`config.mk`:
```
export PLATFORM = sky130hd
export DESIGN_NAME = mem_port_arbiter
export DESIGN_NICKNAME = d
export VERILOG_FILES = /design/src/rtl/mem_port_arbiter_pkg.sv /design/src/rtl/mem_port_arbiter_starve_counter.sv /design/src/rtl/mem_port_arbiter.sv
export SDC_FILE = /design/constraint.sdc
export NUM_CORES = 1
export LEC_CHECK = 0
export CORE_ASPECT_RATIO = 2
export CORE_MARGIN = 2
export CORE_UTILIZATION = 46
export DETAILED_ROUTE_END_ITERATION = 10
export PLACE_DENSITY_LB_ADDON = 0.12
export SYNTH_ARGS = -nofsm -noshare
export SYNTH_HDL_FRONTEND = slang
export SYNTH_HIERARCHICAL = 1
export SYNTH_SLANG_ARGS = --single-unit
export TNS_END_PERCENT = 30
```
`constraint.sdc`:
```
create_clock -name clk -period 6.85 [get_ports clk]
set_clock_uncertainty 0.1 [all_clocks]
set_input_delay 0.685 -clock clk [delete_from_list [all_inputs] [get_ports clk]]
set_output_delay 0.685 -clock clk [all_outputs]
set_load 0.02 [all_outputs]
```
`src/rtl/mem_port_arbiter_pkg.sv`:
```
// mem_port_arbiter_pkg: shared sizes, request record and arbiter state type for the data-memory port.
package mem_port_arbiter_pkg;
  localparam int STORE_BUFFER_LENGTH = 8;
  localparam int ROB_LENGTH = 16;
  localparam int MEM_ADDR_W = 16;
  localparam int MEM_DATA_W = 16;
  localparam int ROB_TAG_W = $clog2(ROB_LENGTH);
  localparam int SB_COUNT_W = $clog2(STORE_BUFFER_LENGTH + 1);
  typedef enum logic [1:0] {IDLE, REQ, WAIT} arb_state_t;
  typedef struct packed {
    logic                  we;
    logic [MEM_ADDR_W-1:0] addr;
    logic [MEM_DATA_W-1:0] wdata;
    logic [ROB_TAG_W-1:0]  tag;
  } mem_req_t;
endpackage

```
`src/rtl/mem_port_arbiter_starve_counter.sv`:
```
// starve_counter: saturating count of cycles a waiting store has been passed over.
module starve_counter #(
  parameter int LIMIT = 8,
  parameter int W = $clog2(LIMIT + 1)
) (
  input  logic clk,
  input  logic n_rst,
  input  logic inc_i,
  input  logic clr_i,
  output logic sat_o
);
  logic [W-1:0] cnt_q;
  assign sat_o = cnt_q == W'(LIMIT);
  always_ff @(posedge clk) begin
    if (!n_rst) cnt_q <= '0;
    else if (clr_i) cnt_q <= '0;
    else if (inc_i && !sat_o) cnt_q <= cnt_q + W'(1);
  end
endmodule

```
`src/rtl/mem_port_arbiter.sv`:
```
// mem_port_arbiter: shares one data-memory port between loads and store-buffer drain, one transaction in flight.
module mem_port_arbiter
  import mem_port_arbiter_pkg::*;
#(
  parameter int ADDR_W = MEM_ADDR_W,
  parameter int DATA_W = MEM_DATA_W,
  parameter int TAG_W = ROB_TAG_W,
  parameter int HIGH_WATER = STORE_BUFFER_LENGTH - 1,
  parameter int STARVE_LIMIT = 8
) (
  input  logic                  clk,
  input  logic                  n_rst,
  input  logic                  flush,
  input  logic                  ld_valid,
  input  logic [ADDR_W-1:0]     ld_addr,
  input  logic [TAG_W-1:0]      ld_tag,
  output logic                  ld_ready,
  output logic                  ld_resp_valid,
  output logic [DATA_W-1:0]     ld_resp_data,
  output logic [TAG_W-1:0]      ld_resp_tag,
  input  logic                  st_valid,
  input  logic [ADDR_W-1:0]     st_addr,
  input  logic [DATA_W-1:0]     st_data,
  input  logic [SB_COUNT_W-1:0] st_count,
  output logic                  st_pop,
  output logic                  mem_req,
  output logic                  mem_we,
  output logic [ADDR_W-1:0]     mem_addr,
  output logic [DATA_W-1:0]     mem_wdata,
  input  logic                  mem_gnt,
  input  logic                  mem_rvalid,
  input  logic [DATA_W-1:0]     mem_rdata
);
  arb_state_t        state_q;
  mem_req_t          req_q, req_d;
  logic              mem_req_q, drop_q, st_pop_q, ld_resp_valid_q;
  logic [DATA_W-1:0] ld_resp_data_q;
  logic [TAG_W-1:0]  ld_resp_tag_q;
  logic              idle, st_sel, ld_sel, ld_flush, starve_sat;
  assign idle = state_q == IDLE;
  // st_valid still shows the old head while st_pop is high, so stores sit out that cycle
  assign st_sel = idle && st_valid && !st_pop_q &&
                  (st_count >= SB_COUNT_W'(HIGH_WATER) || starve_sat || !ld_valid);
  assign ld_sel = idle && !st_sel && ld_valid && !flush;
  assign ld_flush = flush && !req_q.we;
  assign ld_ready = ld_sel;
  always_comb begin
    req_d.we = st_sel;
    req_d.addr = st_sel ? st_addr : ld_addr;
    req_d.wdata = st_sel ? st_data : '0;
    req_d.tag = st_sel ? '0 : ld_tag;
  end
  starve_counter #(.LIMIT(STARVE_LIMIT)) u_starve (
    .clk   (clk),
    .n_rst (n_rst),
    .inc_i (st_valid && ld_sel),
    .clr_i (st_sel || !st_valid),
    .sat_o (starve_sat)
  );
  always_ff @(posedge clk) begin
    if (!n_rst) begin
      state_q <= IDLE;
      req_q <= '0;
      mem_req_q <= 1'b0;
      drop_q <= 1'b0;
      st_pop_q <= 1'b0;
      ld_resp_valid_q <= 1'b0;
      ld_resp_data_q <= '0;
      ld_resp_tag_q <= '0;
    end else begin
      st_pop_q <= 1'b0;
      ld_resp_valid_q <= 1'b0;
      case (state_q)
        IDLE: if (st_sel || ld_sel) begin
          req_q <= req_d;
          mem_req_q <= 1'b1;
          drop_q <= 1'b0;
          state_q <= REQ;
        end
        REQ: if (mem_gnt) begin
          mem_req_q <= 1'b0;
          drop_q <= ld_flush;
          state_q <= WAIT;
        end else if (ld_flush) begin
          mem_req_q <= 1'b0;
          state_q <= IDLE;
        end
        WAIT: if (mem_rvalid) begin
          state_q <= IDLE;
          drop_q <= 1'b0;
          st_pop_q <= req_q.we;
          ld_resp_valid_q <= !req_q.we && !drop_q && !flush;
          if (!req_q.we) begin
            ld_resp_data_q <= mem_rdata;
            ld_resp_tag_q <= req_q.tag;
          end
        end else if (ld_flush) drop_q <= 1'b1;
        default: state_q <= IDLE;
      endcase
    end
  end
  assign mem_req = mem_req_q;
  assign mem_we = req_q.we;
  assign mem_addr = req_q.addr;
  assign mem_wdata = req_q.wdata;
  assign st_pop = st_pop_q;
  assign ld_resp_valid = ld_resp_valid_q;
  assign ld_resp_data = ld_resp_data_q;
  assign ld_resp_tag = ld_resp_tag_q;
endmodule
```
==> results.cfg <==
[synth]
synth.top_cell.area_share_pct = 41.9
synth.distinct_cells = 39
ys_ff_latch = 67
yosysWarnings = 6
synth_edf_count = 0
syn_nets = 445
async_reset_ff_share_pct = 0
yosys.area.top_type = dfxtp_1
netlist_top_cells_area = dfxtp_1 42%, nand2_1 9.8%, buf_4 8.4%, mux2i_1 6.9%, a21boi_0 5.2%
synth_area_per_cell_um2 = 8.92
synthCells = 359
ys_seq_area_share_pct = 41.9
syn_area_mm2 = 0.00320
ys.flop_type = dfxtp_1

[die]
fp-row-count = 43
initial_utilization_pct = 46.9
coreArea_mm2 = 0.00683
die_w_um = 63.0
die-area_mm2 = 0.00769
die_h_um = 122
ios = 136

[timing]
rsz0062_at_grt = no
max_freq_ghz = 0.292
timing.setup.tns_ns = 0
setup_viol = 0
hold_viol = 0
tightest_slew_ns = 1.27
period_needed_ns = 3.42
maxSlewViolCount = 0
max-slew-margin-rel_pct = 15.3
min_period_over_period_pct = 50.0

[pwr]
power_leakage_nw = 1.93
powerDensity_mw_per_mm2 = 271
ir_drop_mv = 0.244

[drt]
drc = 0
ant_nets = 0
vias = 2734
via_per_inst = 4.99
drt_iter0_drc = 98
first_pass_iters = 4
wl_um = 7720
wl_per_cell_um = 14.1

[outcome]
status = completed

[setup_path]
cpMostUsedCell = clkdlybuf4s50_1
worstReg2RegEnd = u_starve/cnt_q[2]
r2r_start = u_starve/cnt_q[0]
crit_slowest_cell = a21boi_2
critPathLaunchType = input pin
reg2regPathDepth = 11
worstSetupPathType = in2out
crit_path_end_kind = output port
crit_path_cell_trace = clkdlybuf4s50_1 -> nand3_1 -> a21boi_2 -> nor2_1 -> clkdlybuf4s50_1
required_ns = 6.06
critPathMaxStageDelay_ns = 0.64
cp.arrival_ns = 2.64
regToRegSetupSlack_ns = 4.52
path_max_fanout = 17

[cts]
cts_tree = done
clk_latency_ns = 0.33
cts-htree-levels = 3
clockBufferDepth = 2
clkSlewWorstSetupHoldPaths_ns = 0.05
cts-root-buf = clkbuf_16
post_cts_buffers = 0
cts_hold_buffers = 0
cts.sinks = 67
cts_resized = 0
cts_buffers = 9

[cells_and_area]
final_cell_mix = 134 x clkdlybuf4s50_1, 84 x nand2_1, 67 x dfxtp_1, 22 x mux2i_1, 22 x a21boi_0
nFillCells = 567
syn2layout_area_growth_pct = 44.0
fin_util_pct = 67.5
finalInstanceArea_mm2 = 0.00461
nets = 539
layout_commonest_cell = clkdlybuf4s50_1
drive_gt1_share_pct = 5.68
diodes = 0

[global_route]
grt_pass1_wl_um = 12600
antenna_found_initial = 0
grt_overflow_total = 0
grt_max_degree = 66
grt_pass1_vias = 2790
grt_use_total_pct = 20.9

[placed_design]
dp_hpwl_um = 5490
port_buffers = 135
place_area_mm2 = 0.00432
routabilityCongestion = 0.759

[worst_hold_path]
min_from = drop_q
whs_path_depth = 1
hp-class = reg2reg
min_to = ld_resp_valid

[flow_run]
cap_viol_max_count = 0
## cell usage after synthesis (all sizes together), types with 2 or more instances
| library cell | count |
|---|---|
| nand2b | 4 |
| clkbuf | 12 |
| a21boi | 38 |
| nor2b | 4 |
| a211oi | 2 |
| nand3b | 2 |
| o211a | 16 |
| a21oi | 5 |
| o21ai | 4 |
| inv | 6 |
| mux2i | 22 |
| buf | 42 |
| dfxtp | 67 |
| nand3 | 20 |
| nand2 | 85 |
| a31o | 2 |
| ha | 7 |
| nor2 | 9 |
## registers in the layout, indices dropped and copies added (netlist names)
register / count
ld_resp_tag: 4
mem_wdata: 16
ld_resp_data: 16
mem_we: 1
mem_req: 1
mem_addr: 16
ld_resp_valid: 1
drop_q: 1
state_q: 2
st_pop: 1
req_q: 4
u_starve/cnt_q: 4
## worst max-delay path by stage
stage	start	to	slack (ns)	cells past startpoint
2_1_floorplan	u_starve/cnt_q[0]	ld_ready	4.49	8
3_3_place_gp	st_valid	ld_ready	3.48	5
3_5_place_dp	st_count[1]	ld_ready	3.44	5
4_1_cts	st_count[1]	ld_ready	3.42	5
5_1_grt	st_count[1]	ld_ready	3.31	5
6_report	st_count[1]	ld_ready	3.43	5
## power by group
group | leakage (nW) | switching, W | internal (W) | total, W
combinational | 1.24 | 0.000171 | 0.000171 | 0.000341
sequential | 0.547 | 0.0000231 | 0.000431 | 0.000454
clock | 0.139 | 0.000162 | 0.000291 | 0.000453
total | 1.93 | 0.000356 | 0.000893 | 0.00125
## final cells by class
class	instances	area (um2)	area share [%]
Sequential cell	67	1340	29.1
Clock inverter	4	50.0	1.09
Clock buffer	12	246	5.34
Multi-Input combinational cell	232	1480	32.0
Tap cell	90	113	2.44
Inverter	6	22.5	0.488
Timing Repair Buffer	137	1360	29.5
## through the flow
step	instances	setup WS (ns)	power, W	hold slack, ns
6_report	548	3.43	0.00125	0.322
5_1_grt	548	3.31	0.00131	0.345
4_1_cts	548	3.42	0.00126	0.326
3_5_place_dp	532	3.44	0.000806	0.314
3_3_place_gp	532	3.48	0.000793	0.320
2_1_floorplan	359	4.49	0.000706	0.296
## logic make-up (layout without fill, tap and decap cells)
logic type | Yosys count | after routing | share of synthesized area [%]
compound gates | 72 | 72 | 17.9
xor+xnor | 1 | 1 | 0.273
fa+ha+maj | 7 | 7 | 2.73
buf+inv | 60 | 159 | 12.0
flops | 67 | 67 | 41.9
mux | 22 | 22 | 6.87
simple gates | 130 | 130 | 18.4
## layer usage
metal	routed length (um)	GRT usage (%)	share of wire, %
met1	3080	22.0	40
met5	0	0	0
met3	505	6.19	6.5
met4	141	9.31	1.8
met2	3990	37.8	52
## critical path: cells and delay by family
family	cells	cell delay (ns)
simple gates	2	0.29
buf+inv	2	1.02
compound gates	1	0.64
Power figures use the tool's default switching activity.
